`config.mk`:
```
export PLATFORM = sky130hd
export DESIGN_NAME = approx_mult_err_mon
export DESIGN_NICKNAME = d
export VERILOG_FILES = /design/src/rtl/approx_mult_mon_pkg.sv /design/src/rtl/approx_mult_err_mon_pipe.sv /design/src/rtl/approx_mult_err_mon.sv
export SDC_FILE = /design/constraint.sdc
export NUM_CORES = 1
export LEC_CHECK = 0
export ABC_CLOCK_PERIOD_IN_PS = 11700
export CAP_MARGIN = 20
export CORE_MARGIN = 4
export CORE_UTILIZATION = 55
export CTS_CLUSTER_SIZE = 30
export DETAILED_ROUTE_END_ITERATION = 8
export GPL_TIMING_DRIVEN = 0
export PLACE_DENSITY = 0.82
export SLEW_MARGIN = 20
export SYNTH_ARGS = -nofsm -noshare
export SYNTH_HDL_FRONTEND = slang
export SYNTH_SLANG_ARGS = --single-unit
```
`constraint.sdc`:
```
create_clock -name clk -period 11.7 [get_ports clk]
set_clock_uncertainty 0.05 [all_clocks]
set_input_delay 2.34 -clock clk [delete_from_list [all_inputs] [get_ports clk]]
set_output_delay 2.34 -clock clk [all_outputs]
set_load 0.03 [all_outputs]
```
`src/rtl/approx_mult_mon_pkg.sv`:
```
// Shared types and width constants for the approximate-multiplier error monitor.
package approx_mult_mon_pkg;

    localparam int W_DEF = 8;
    localparam int CNT_W = 32;

    typedef enum logic [1:0] {IDLE, RUN, DRAIN, DONE} mon_state_e;

    // Product width, and accumulator widths sized so 2^32-1 samples cannot overflow.
    function automatic int prod_w(input int w);
        return 2 * w;
    endfunction

    function automatic int sum_abs_w(input int w);
        return 2 * w + CNT_W;
    endfunction

    function automatic int sum_ed_w(input int w);
        return 2 * w + CNT_W + 1;
    endfunction

endpackage

```
`src/rtl/approx_mult_err_mon_pipe.sv`:
```
// Two-stage datapath: operand capture, then exact product with signed and absolute
// error distance against the approximate product.
module err_mon_pipe
    import approx_mult_mon_pkg::*;
#(
    parameter int W = W_DEF
) (
    input  logic                 clk,
    input  logic                 rst,
    input  logic                 in_valid,
    input  logic [W-1:0]         a,
    input  logic [W-1:0]         b,
    input  logic [2*W-1:0]       p_apprx,
    output logic                 s0_valid,
    output logic                 out_valid,
    output logic signed [2*W:0]  ed,
    output logic [2*W-1:0]       abs_ed,
    output logic                 err
);

    localparam int PW = prod_w(W);

    function automatic logic [PW-1:0] magnitude(input logic signed [PW:0] v);
        logic signed [PW:0] m;
        m = (v < 0) ? -v : v;
        return m[PW-1:0];
    endfunction

    logic          vld_p0, vld_p1;
    logic [W-1:0]  a_p0, b_p0;
    logic [PW-1:0] p_p0, exact_p1, p_p1;

    always_ff @(posedge clk or posedge rst) begin
        if (rst) begin
            vld_p0 <= 1'b0;
            vld_p1 <= 1'b0;
        end else begin
            vld_p0 <= in_valid;
            vld_p1 <= vld_p0;
        end
    end

    // Stage p0: operands captured on handshake
    always_ff @(posedge clk) begin
        if (in_valid) begin
            a_p0 <= a;
            b_p0 <= b;
            p_p0 <= p_apprx;
        end
    end

    // Stage p1: exact product alongside the approximate one
    always_ff @(posedge clk) begin
        if (vld_p0) begin
            exact_p1 <= PW'(a_p0) * PW'(b_p0);
            p_p1     <= p_p0;
        end
    end

    assign ed        = $signed({1'b0, exact_p1}) - $signed({1'b0, p_p1});
    assign abs_ed    = magnitude(ed);
    assign err       = (ed != '0);
    assign s0_valid  = vld_p0;
    assign out_valid = vld_p1;

endmodule

```
`src/rtl/approx_mult_err_mon.sv`:
```
// Error-metric monitor: run FSM, sample counter and ER/MED/max accumulators.
// Optional signed error-sum accumulator enabled by ERR_MON_SIGNED_ED_EN.
module approx_mult_err_mon
    import approx_mult_mon_pkg::*;
#(
    parameter int          W         = W_DEF,
    parameter int unsigned N_SAMPLES = 1000000
) (
    input  logic                          clk,
    input  logic                          rst,
    input  logic                          start,
    input  logic                          in_valid,
    output logic                          in_ready,
    input  logic [W-1:0]                  a,
    input  logic [W-1:0]                  b,
    input  logic [2*W-1:0]                p_apprx,
    output logic                          busy,
    output logic                          done,
    output logic [CNT_W-1:0]              sample_count,
    output logic [CNT_W-1:0]              err_count,
    output logic [2*W+CNT_W-1:0]          sum_abs_ed,
    output logic [2*W-1:0]                max_ed,
    output logic signed [2*W+CNT_W:0]     sum_ed
);

    localparam int PW  = prod_w(W);
    localparam int SAW = sum_abs_w(W);
    localparam int SEW = sum_ed_w(W);

    mon_state_e state, state_nxt;

    logic                hs, clear, last_acc;
    logic                pipe_s0_vld, pipe_vld, pipe_err;
    logic signed [PW:0]  pipe_ed;
    logic [PW-1:0]       pipe_abs;

    assign hs       = in_valid & in_ready;
    assign last_acc = in_valid && (sample_count == CNT_W'(N_SAMPLES - 1));

    err_mon_pipe #(.W(W)) u_pipe (
        .clk       (clk),
        .rst       (rst),
        .in_valid  (hs),
        .a         (a),
        .b         (b),
        .p_apprx   (p_apprx),
        .s0_valid  (pipe_s0_vld),
        .out_valid (pipe_vld),
        .ed        (pipe_ed),
        .abs_ed    (pipe_abs),
        .err       (pipe_err)
    );

    always_ff @(posedge clk or posedge rst) begin
        if (rst) state <= IDLE;
        else     state <= state_nxt;
    end

    // DRAIN ends on the edge where the final sample leaves stage p1 into the accumulators
    always_comb begin
        state_nxt = state;
        clear     = 1'b0;
        in_ready  = 1'b0;
        busy      = 1'b0;
        done      = 1'b0;
        unique case (state)
            IDLE: begin
                if (start) begin
                    clear     = 1'b1;
                    state_nxt = RUN;
                end
            end
            RUN: begin
                in_ready = 1'b1;
                busy     = 1'b1;
                if (last_acc) state_nxt = DRAIN;
            end
            DRAIN: begin
                busy = 1'b1;
                if (pipe_vld && !pipe_s0_vld) state_nxt = DONE;
            end
            DONE: begin
                done = 1'b1;
                if (start) begin
                    clear     = 1'b1;
                    state_nxt = RUN;
                end
            end
            default: state_nxt = IDLE;
        endcase
    end

    always_ff @(posedge clk or posedge rst) begin
        if (rst) begin
            sample_count <= '0;
            err_count    <= '0;
            sum_abs_ed   <= '0;
            max_ed       <= '0;
        end else if (clear) begin
            sample_count <= '0;
            err_count    <= '0;
            sum_abs_ed   <= '0;
            max_ed       <= '0;
        end else begin
            if (hs) sample_count <= sample_count + 1'b1;
            if (pipe_vld) begin
                if (pipe_err) err_count <= err_count + 1'b1;
                sum_abs_ed <= sum_abs_ed + SAW'(pipe_abs);
                if (pipe_abs > max_ed) max_ed <= pipe_abs;
            end
        end
    end

`ifdef ERR_MON_SIGNED_ED_EN
    always_ff @(posedge clk or posedge rst) begin
        if (rst)           sum_ed <= '0;
        else if (clear)    sum_ed <= '0;
        else if (pipe_vld) sum_ed <= sum_ed + SEW'(pipe_ed);
    end
`else
    logic unused_ed;
    assign unused_ed = ^pipe_ed;
    assign sum_ed    = '0;
`endif

endmodule

```
# Yosys cells after proc, flatten, opt, wreduce, memory -nomap -nowiden
# Index checks and enable logic that the tools add are counted.
[classes] n_addsub=5 multipliers=1 order_cmp=2 n_eq_ne=7 n_mux=20 bitwise_logic=1 n_reduce_logical=14
[op_table] cell="$mux W32" count=5
[op_table] cell="$mux W48" count=2
[op_table] cell="$add A32 B1 Y32 const B" count=2
[op_table] cell="$mux W16" count=4
[op_table] cell="$add A48 B16 Y48" count=1
[op_table] cell="$eq A32 B20 Y1 const B" count=1
[op_table] cell="$lt A17 B1 Y1 const B" count=1
[op_table] cell="$reduce_bool A17 Y1" count=1
[op_table] cell="$sub A16 B16 Y17" count=1
[op_table] cell="$gt A16 B16 Y1" count=1
[op_table] cell="$mul A8 B8 Y16" count=1
[op_table] cell="$neg A16 Y16" count=1
[op_table] cell="$reduce_bool A2 Y1" count=4
[op_table] cell="$mux W2" count=3
[op_table] cell="$pmux W2 S3" count=1
[op_table] cell="$mux W1" count=5
[op_table] cell="$eq A2 B2 Y1 const B" count=2
[op_table] cell="$ne A2 B2 Y1 const B" count=2
[op_table] cell="$reduce_and A2 Y1" count=2
[op_table] cell="$reduce_or A2 Y1" count=2
[op_table] cell="$reduce_and A3 Y1" count=1
[op_table] cell="$eq A2 B1 Y1 const B" count=1
[op_table] cell="$logic_and A1 B1 Y1" count=2
[op_table] cell="$logic_not A2 Y1" count=1
[op_table] cell="other kinds (3)" count=3
[word_totals] ff_bits=196 output_inout_bits=180 wordCells=62

# Logic depth before layout (Yosys ltp)
# Gate-level depths: netlist (run 1).
[logic_depth] depth_word=7 depth_mapped=23 mapped_depth_nobuf=22

# Hierarchy
# Synthesis (run 1) repeated with hierarchy kept, for this count alone.
[unflattened] hier_cells=1359 area_unflattened_um2=13191.4
[modules_own_cells] mod="approx_mult_err_mon" instances=1 cells_per_inst=860 area_per_inst_um2=7842.5
[modules_own_cells] mod="err_mon_pipe" instances=1 cells_per_inst=499 area_per_inst_um2=5348.9

# Worst setup path before layout (run 1)
# Ideal clock, no wire load.
[synth_timing] path_type="register to register" start="register u_pipe.exact_p1[0]" end="register sum_abs_ed[34]" setup_ps=132 arrival_time_ps=4658 required_time_ps=11518 path_slack_ps=6860 stages_incl_launch_ff=24 path_buffers=1 synth_period_minus_slack_ps=4840 cell_sequence="edfxtp_1 > inv_1 > ha_1 > inv_1 > fa_1 > a21o_1 > a221oi_4 > o2111ai_2 > and3_1 > o22ai_1 > nand2_1 > o21ai_0 > inv_1 > fa_1 > nor2b_1 > o21ai_0 > a21boi_0 > o21a_1 > a21o_1 > a41o_1 > clkbuf_1 > nand4_1 > xor2_1 > nor2_1"
[synth_via] elab_chain_cells=6 word_cells_on_any_way=7
[synth_lines] element="start: declaration" line="approx_mult_err_mon_pipe.sv:31" source="logic [PW-1:0] p_p0, exact_p1, p_p1;"
[synth_lines] element="start signal: assignment" line="approx_mult_err_mon_pipe.sv:55" source="exact_p1 <= PW'(a_p0) * PW'(b_p0);"
[synth_lines] element="$sub A16 B16 Y17 *" line="approx_mult_err_mon_pipe.sv:60" source="assign ed = $signed({1'b0, exact_p1}) - $signed({1'b0, p_p1});"
[synth_lines] element="$neg A16 Y16 / $lt A17 B1 Y1 (equally long branches)" line="approx_mult_err_mon_pipe.sv:25" source="m = (v < 0) ? -v : v;"
[synth_lines] element="$mux W16 *" line="approx_mult_err_mon_pipe.sv:25"
[synth_lines] element="$add A48 B16 Y48 *" line="approx_mult_err_mon.sv:108" source="sum_abs_ed <= sum_abs_ed + SAW'(pipe_abs);"
[synth_lines] element="$mux W48 *" line="approx_mult_err_mon.sv:106" source="if (pipe_vld) begin"
[synth_lines] element="$mux W48 *" line="approx_mult_err_mon.sv:99" source="end else if (clear) begin"
[synth_lines] element="end signal: assignment" line="approx_mult_err_mon.sv:108"
[synth_lines] element="end: declaration" line="approx_mult_err_mon.sv:21" source="output logic [2*W+CNT_W-1:0] sum_abs_ed,"
# Every way passes the cells marked *; elsewhere a longest branch is shown, timed or not. The select of a mux whose other input is x is not followed.
# A chain may end at the register's enable or synchronous reset.

# Worst setup path after layout (run 1)
[layout_timing] start="register u_pipe.exact_p1[0]" end="register sum_abs_ed[42]"
# The elaborated chain is that of the path after synthesis.

==> out/summary.md, run 1 <==
Clock tree synthesis selected as its root buffer the cell sky130_fd_sc_hd__clkbuf_16. The min-delay analysis places its worst path in the category reg -> reg. The cell area after layout was 0.0160 sq mm. The detailed placer's ending HPWL was 23.3 mm; the final non-filler cell total was 1914.

After detailed routing, the average wire length per cell comes to 15.7 um. The run gives 1348 as the number of cells produced by synthesis. The total routed wirelength is 30.1 mm, and the period utilization is 0.514. Critical path launch point type: a flop.

At the worst endpoint, the required time is 11950 ps. The aggregate global-route resource usage came out at 0.228. After synthesis, the largest family of logic cells by area is simple AND/OR/NAND/NOR gates. In the synthesized netlist, the cells that appear most often are sky130_fd_sc_hd__dfrtp_1, sky130_fd_sc_hd__nor2_1, sky130_fd_sc_hd__inv_1, sky130_fd_sc_hd__nand2_1, sky130_fd_sc_hd__ha_1. The multiplexer share of the synthesized area was 0.00839; the cell total after placement was 1882. The setup slack at placement was 5780 ps; the share of synthesized registers carrying an async set or reset was 0.673.

The horizontal die dimension is 163 um. The combinational share of power came out at 0.641. The complex-gate fraction of the synthesized area was 0.126; the count of flip-flops with a built-in enable after synthesis was 64. The share of the synthesized area in the top cell type was 0.252. The number of hold violations in the final report was 0; the clock insertion delay at the later pin of the skew report was 450 ps. In this run, CTS created clock tree buffers numbering 17. The analysis attributes to cell leakage a power of 7.12 nW. Headroom to the max-slew limit: 0.503.

Setup repair after global routing left no endpoint under its margin. The tools report the number of buffers inserted by post-CTS setup repair as 0. VDD sags by at most 144 uV. The run finished with clean final reports.

The synthesized design spends more area on one cell type than any other, namely sky130_fd_sc_hd__dfrtp_1. Gates resized during post-CTS repair numbered 0. Row generation in the floorplan step produced 56 rows. Setup violations remaining at the end of the flow were counted as 0.

Along the worst path, the maximum fanout reaches 10. After the last flow step, the layout net total stands at 1749. The final core utilization was 0.683; the setup TNS was 0 ps. The share of final-layout standard cells stronger than drive strength 1 is 0.0708, and the leftover overflow at the end of global routing is 0. The clock network power share is 0.138, and the post-synthesis area per instance is 9.74 sq um. The simple-gate share of the synthesized area works out to 0.176. The tools report the count of clock tree sinks as 196. The via count is 10500, and the clock transition at the register clock pins on the worst setup and hold paths after CTS is 80 ps. Port buffering added 166 buffers. In this run the power density over the cells is 273 mW/mm^2.

For the routability congestion estimate, the log shows 0.914. First-pass GRT wire length: 49.5 mm. The tools report the footprint of the flip-flops and latches as 0.00523 sq mm. The layout has 1802 filler cells. The most common cell in the synthesized netlist was sky130_fd_sc_hd__dfrtp_1. The power share of the sequential group is 0.221, and the die height is 163 um. The number of antenna diodes in the final layout is 0.

The max-cap check violation count is 0. The starting density of the core was 0.559. Compared with the post-synthesis result, the final layout area differs by 22.1%. The count of hold buffers inserted by post-cts repair is 0, and the data arrival time at the worst-slack endpoint is 6260 ps. For this block, the initial DRC count from the detailed router was 715. The tools report the post-synthesis cell area as 0.0131 sq mm. The critical path endpoint category is a flop.

Before antenna repair, the detailed router went through 8 iterations. TritonCTS built the clock tree. The transition at the pin with the smallest max-transition slack came out at 745 ps. Register bit count reported by yosys: 196. The worst path in the final design needs a cycle of 6020 ps, including I/O delays and setup. The most instantiated flip-flop cell in the synthesis netlist is sky130_fd_sc_hd__dfrtp_1. The floorplan step defined a die boundary enclosing 0.0264 sq mm.

For the share of the yosys chip area belonging to registers, the log shows 0.398. The worst-case clock buffer depth came out at 2. Entering global routing, the biggest net connects 102 pins. The area of the core was 0.0235 sq mm.

The clock tree synthesis step divided the H-tree into 4 levels. The total I/O pin count was 216. Sorting the synthesized cells by area gives the leading types as sky130_fd_sc_hd__dfrtp_1, sky130_fd_sc_hd__edfxtp_1, sky130_fd_sc_hd__ha_1. The count of warnings emitted by yosys came out at 0. The number of antenna violations at the first check in global routing came out at 0. Internal power comes to 2.32 mW. Using the TritonRoute via totals, the vias-per-cell ratio works out to 5.50. The count of final max-slew check failures is 0.

The count of unique library cells instantiated by Yosys was 77. After detailed routing, the number of remaining DRC violations is 0. The logs give 0 for the remaining number of nets flagged by the antenna check after routing and 2.05 mW for the switching power summed over all nets. The multi-input combinational cells in the finished layout cover a total of 0.00710 sq mm. The adder and majority cell fraction of the synthesized area was 0.147.

The critical path class was reg -> reg. The via count of the first global-routing pass is 10300. The logs give 0.166 GHz for the maximum frequency from static timing analysis and 0.0154 sq mm for the cell area after placement. The xor-xnor portion of the synthesized cell area is 0.0693. The share of total power consumed by net switching was 0.469; the worst path setup slack after routing was 5680 ps.
==> layer usage <==
metal | track usage | share of wire | up-vias | routed length, um
met5 | 0 | 0 | - | 0
met4 | 0.0888 | 0.031 | 0 | 942
met3 | 0.0314 | 0.052 | 64 | 1560
met2 | 0.403 | 0.51 | 337 | 15300
met1 | 0.284 | 0.41 | 5025 | 12300
li1 | - | - | 5107 | -
==> stage by stage <==
step | total power, mW | hold slack, ps
CTS | 4.37 | 381
finish | 4.37 | 376
floorplan | 3.12 | 350
detailed placement | 3.75 | 359
global route | 4.76 | 388
global placement | 3.64 | 357
==> cells by family after synthesis <==
logic type | after synthesis
DFF | 196
and+or+nand+nor | 456
xor gates and xnor gates | 103
adders and majority gates | 131
muxes | 11
AOI/OAI and AO/OA | 249
other | 1
buffers and inverters | 201
==> sequential cells by signal, summed over array words and instances (netlist names) <==
register          flops
err_count            32
max_ed               16
sample_count         32
state                 2
sum_abs_ed           48
u_pipe.a_p0           8
u_pipe.b_p0           8
u_pipe.exact_p1      16
u_pipe.out_valid      1
u_pipe.p_p0          16
u_pipe.p_p1          16
u_pipe.s0_valid       1
==> cell type report <==
class                           count  area share
Tap cell                          319      0.0249
Timing Repair Buffer              167       0.105
Inverter                          111      0.0265
Buffer                             90      0.0355
Sequential cell                   196       0.326
Multi-Input combinational cell    999       0.443
Clock buffer                       17      0.0265
Clock inverter                     15      0.0124
==> final timing paths <==
path / endpoint / slack (ps) / cells after the start / startpoint
setup / recovery: sum_abs_ed[42] / 5680 / 23 / u_pipe.exact_p1[0]
hold / removal: u_pipe.p_p1[15] / 380 / 0 / u_pipe.p_p0[15]
setup reg to reg: sum_abs_ed[42] / 5680 / 23 / u_pipe.exact_p1[0]
hold reg to reg: u_pipe.p_p1[15] / 380 / 0 / u_pipe.p_p0[15]
max in group asynchronous: max_ed[10] / 8630 / 3 / rst
min in group asynchronous: sum_abs_ed[34] / 2190 / 2 / rst
==> critical path, cell delays in order (launching register included) <==
cell and delay, ps:
sky130_fd_sc_hd__edfxtp_1 360, sky130_fd_sc_hd__inv_1 70, sky130_fd_sc_hd__ha_1 190, sky130_fd_sc_hd__inv_1 70, sky130_fd_sc_hd__fa_1 400, sky130_fd_sc_hd__a21o_1 220, sky130_fd_sc_hd__a221oi_4 370, sky130_fd_sc_hd__o2111ai_2 170
sky130_fd_sc_hd__and3_1 220, sky130_fd_sc_hd__o22ai_1 580, sky130_fd_sc_hd__nand2_1 100, sky130_fd_sc_hd__o21ai_0 270, sky130_fd_sc_hd__inv_1 140, sky130_fd_sc_hd__fa_1 430, sky130_fd_sc_hd__nor2b_1 160, sky130_fd_sc_hd__o21ai_0 120
sky130_fd_sc_hd__a21boi_0 310, sky130_fd_sc_hd__o21a_1 270, sky130_fd_sc_hd__a21o_1 250, sky130_fd_sc_hd__a41o_1 300, sky130_fd_sc_hd__clkbuf_1 430, sky130_fd_sc_hd__nand3_1 150, sky130_fd_sc_hd__xor2_1 170, sky130_fd_sc_hd__nor2_1 70
==> power groups by stage <==
stage | clock (mW) | combinational, mW | sequential, mW
2_1_floorplan | 0 | 2.09 | 1.03
3_3_place_gp | 0 | 2.66 | 0.977
3_5_place_dp | 0 | 2.77 | 0.979
4_1_cts | 0.614 | 2.79 | 0.966
5_1_grt | 0.648 | 3.14 | 0.979
6_report | 0.604 | 2.80 | 0.967
==> cell usage in the layout, fill, tap and decap left out, types with 42 or more instances in the layout <==
| cell type | netlist | routed |
|---|---|---|
| sky130_fd_sc_hd__and2_1 | 42 | 42 |
| sky130_fd_sc_hd__buf_4 | 51 | 51 |
| sky130_fd_sc_hd__ha_1 | 93 | 93 |
| sky130_fd_sc_hd__nor2_1 | 117 | 117 |
| sky130_fd_sc_hd__dfrtp_1 | 132 | 131 |
| sky130_fd_sc_hd__conb_1 | 1 | 49 |
| sky130_fd_sc_hd__a21oi_1 | 75 | 75 |
| sky130_fd_sc_hd__edfxtp_1 | 64 | 64 |
| sky130_fd_sc_hd__nand2_1 | 106 | 106 |
| sky130_fd_sc_hd__xnor2_1 | 42 | 42 |
| sky130_fd_sc_hd__o21ai_0 | 47 | 47 |
| sky130_fd_sc_hd__clkdlybuf4s50_1 | 0 | 166 |
| sky130_fd_sc_hd__xor2_1 | 60 | 60 |
| sky130_fd_sc_hd__inv_1 | 111 | 109 |
Note: power is estimated with default switching activity, not from simulation.
==> run 2: changes to the inputs <==
--- a/config.mk
+++ b/config.mk
@@ -5,7 +5,7 @@
 export SDC_FILE = /design/constraint.sdc
 export NUM_CORES = 1
 export LEC_CHECK = 0
-export ABC_CLOCK_PERIOD_IN_PS = 11700
+export ABC_CLOCK_PERIOD_IN_PS = 6300
 export CAP_MARGIN = 20
 export CORE_MARGIN = 4
 export CORE_UTILIZATION = 55
==> constraint.sdc (replaced) <==
create_clock -name clk -period 6.3 [get_ports clk]
set_clock_uncertainty 0.05 [all_clocks]
set_input_delay 1.26 -clock clk [delete_from_list [all_inputs] [get_ports clk]]
set_output_delay 1.26 -clock clk [all_outputs]
set_load 0.03 [all_outputs]
==> run 2 against run 1 <==
Die area unchanged. Largest power group unchanged. Design area hardly changed. Flip-flop and latch count unchanged. Combinational power grew 86%. Global-route usage stayed put. Sequential power grew 86%. Sequential share of layout area about the same.
==> out/summary.md, run 2 (synthesis gave the netlist of run 1 again) <==
The average routed wire per standard cell was 15.7 um. STA classifies the critical path endpoint as a flop. The library cell used most frequently in the layout, excluding fill and tap cells, is sky130_fd_sc_hd__clkdlybuf4s50_1. The post-detailed-route via-to-cell ratio is 5.51, and the total I/O pin count is 216. The share of final-layout standard cells stronger than drive strength 1 was 0.0715.

Power per cell area: 507 mW/mm^2. The iteration-0 DRC count of the detailed router was 672. The final setup violation count was 0; the leakage power was 7.13 nW.

The largest registers in the layout are sum_abs_ed x48, err_count x32, sample_count x32. Leaving out filler cells and counting taps, the final layout contains 1914. Compared with the post-synthesis result, the final layout area differs by 22.1%.

After clock tree synthesis, the clock-pin slew on the worst setup and hold paths is 80 ps. TritonCTS built the clock tree. The cell total after placement is 1882, and the horizontal die dimension is 163 um. The cell repeated most along the worst path was sky130_fd_sc_hd__inv_1. In this run the worst hold path is classified as reg -> reg. Library cell contributing the largest single delay on the critical path: sky130_fd_sc_hd__fa_1. Setup repair after global routing left no endpoint under its margin. The repair_antennas step left the layout with diodes totalling 0. The flow ran to the end, and the final reports show no timing, DRC or antenna violations. The delay contributed by the slowest stage of the critical path works out to 430 ps.

The first-pass GRT wire length is 49.5 mm. Post-layout net count: 1749. The run gives 0.531 as the headroom to the max-slew limit. Count of final max-slew check failures: 0. At the end of routability-driven placement, the weighted congestion stood at 0.914.

The number of port buffers was 166; the transition at the pin with the smallest max-transition slack was 703 ps. The aggregate global-route resource usage is 0.228. The register with the most flip-flops in the layout has 48 of them.

The tools report the via count as 10500. In this run the clock root is driven by a sky130_fd_sc_hd__clkbuf_16. The number of buffers and inverters on the critical path is 4. STA classifies the critical path startpoint as a flop. The remaining number of nets flagged by the antenna check after routing came out at 0. The die is 163 um tall. The final critical path time including I/O delays and setup is 5760 ps, and the period utilization is 0.914. In this run the core area contains 56 standard-cell rows. Grouping stages by cell kind, the critical path spends the most delay in compound AO/OA/AOI/OAI gates. The run gives 380 ps as the setup slack at placement. In this run the worst path has a maximum fanout of 10. The floorplan step defined a core boundary enclosing 0.0235 sq mm. The count of clock tree sinks is 196. Register ranked first by flip-flop count: sum_abs_ed. The number of detailed-route iterations in the first pass was 5; the leftover overflow at the end of global routing was 0. The run gives 10300 as the via count of the first global-routing pass. Critical path class: reg -> reg.

The count of H-tree levels built during CTS came out at 4. The number of hold violations in the final report was 0. The tools report the starting density of the core as 0.559. Summed over all layers, the routed wires come to 30.1 mm. The die covers 0.0264 sq mm.

Detailed placement finished with a half-perimeter wire length of 23.3 mm. At the later pin of the worst-skew pair, clock insertion delay measures 440 ps. The signal on the critical path passes through inv_1, ha_1, inv_1, fa_1, a21o_1, a221oi_4, o2111ai_2, and3_1, o22ai_2, nand2_1, o21ai_0, inv_1, fa_1, nor2b_1, o21ai_0, a21boi_0, o21a_1, a21o_1, a41o_1, clkbuf_1, nand3_1, xor2_1, nor2_1. The maximum frequency from static timing analysis is 0.174 GHz, and the worst-case clock buffer depth is 2. Once routing completed, OpenROAD measured the worst setup slack at 545 ps. STA puts the critical path data required time at 6540 ps. The run gives 0 as the number of antenna violations at the first check in global routing. The max-cap check violation count was 0. Leaving out fill and tap cells, the most frequent cells in the layout are sky130_fd_sc_hd__clkdlybuf4s50_1, sky130_fd_sc_hd__dfrtp_1, sky130_fd_sc_hd__nor2_1.

The number of clock buffers added by TritonCTS is 17. Data on the critical path arrives at its endpoint at 6000 ps. Entering global routing, the biggest net connects 102 pins. For this run, design rule violations remaining after detail routing come to 0. The worst-case IR drop observed on VDD is 267 uV.
[run 2: cell counts in the layout (fill, tap and decap cells not counted)]
No cell type changed its count.
[run 2: cell type report]
| type | instances | area (sq um) |
|---|---|---|
| buffer | 90 | 569 |
| clock buffer | 17 | 425 |
| clock inverter | 15 | 199 |
| fill | 1801 | 7440 |
| inverter | 111 | 424 |
| multi-input combinational | 999 | 7100 |
| sequential | 196 | 5230 |
| tap | 319 | 399 |
| timing repair buffer | 167 | 1690 |
[run 2: per-layer routing]
layer  track usage  share of wire  up-vias
met2         0.403           0.51      341
li1              -              -     5117
met5             0              0        -
met4        0.0888          0.031        0
met3        0.0314          0.055       61
met1         0.284           0.41     5026
[run 2: metrics by stage]
step	hold WS, ps	power [mW]	TNS [ps]	util	instance area [sq um]
after floorplan	350	5.79	0	-	13300
after global placement	357	6.76	-49420	0.655	15400
after detailed placement	359	6.97	0	0.656	15400
after CTS	381	8.12	0	0.683	16000
after global routing	388	8.85	0	0.683	16000
final	376	8.12	0	0.683	16000
[run 2: final timing paths]
| kind | startpoint | end | slack, ps | cells past startpoint |
|---|---|---|---|---|
| worst max-delay path | u_pipe.exact_p1[0] | sum_abs_ed[42] | 540 | 23 |
| worst min-delay path | u_pipe.p_p0[15] | u_pipe.p_p1[15] | 380 | 0 |
| worst max register to register | u_pipe.exact_p1[0] | sum_abs_ed[42] | 540 | 23 |
| worst min register to register | u_pipe.p_p0[15] | u_pipe.p_p1[15] | 380 | 0 |
| max in group asynchronous | rst | max_ed[8] | 4310 | 3 |
| min in group asynchronous | rst | sum_abs_ed[34] | 1110 | 2 |
[run 2: worst register-to-register path, delay by kind of cell (launching register included)]
family	cells	cell delay [ps]
compound gates	10	2620
xor+xnor	1	170
fa+ha+maj	3	1020
buf+inv	4	710
flops	1	360
simple gates	5	700
[run 2: power breakdown]
part / internal [mW] / total [mW] / switching (mW)
logic: 2.14 / 5.21 / 3.07
clock network: 0.550 / 1.12 / 0.573
registers: 1.63 / 1.80 / 0.168
total: 4.32 / 8.12 / 3.81
[run 2: timing repair]
| item | 4_1_cts | 5_1_grt |
|---|---|---|
| hold buffers | 0 | 0 |
| endpoints found under the setup margin | 0 | 20 |
| buffers inserted | 0 | 0 |
| resized for setup | 0 | 1 |
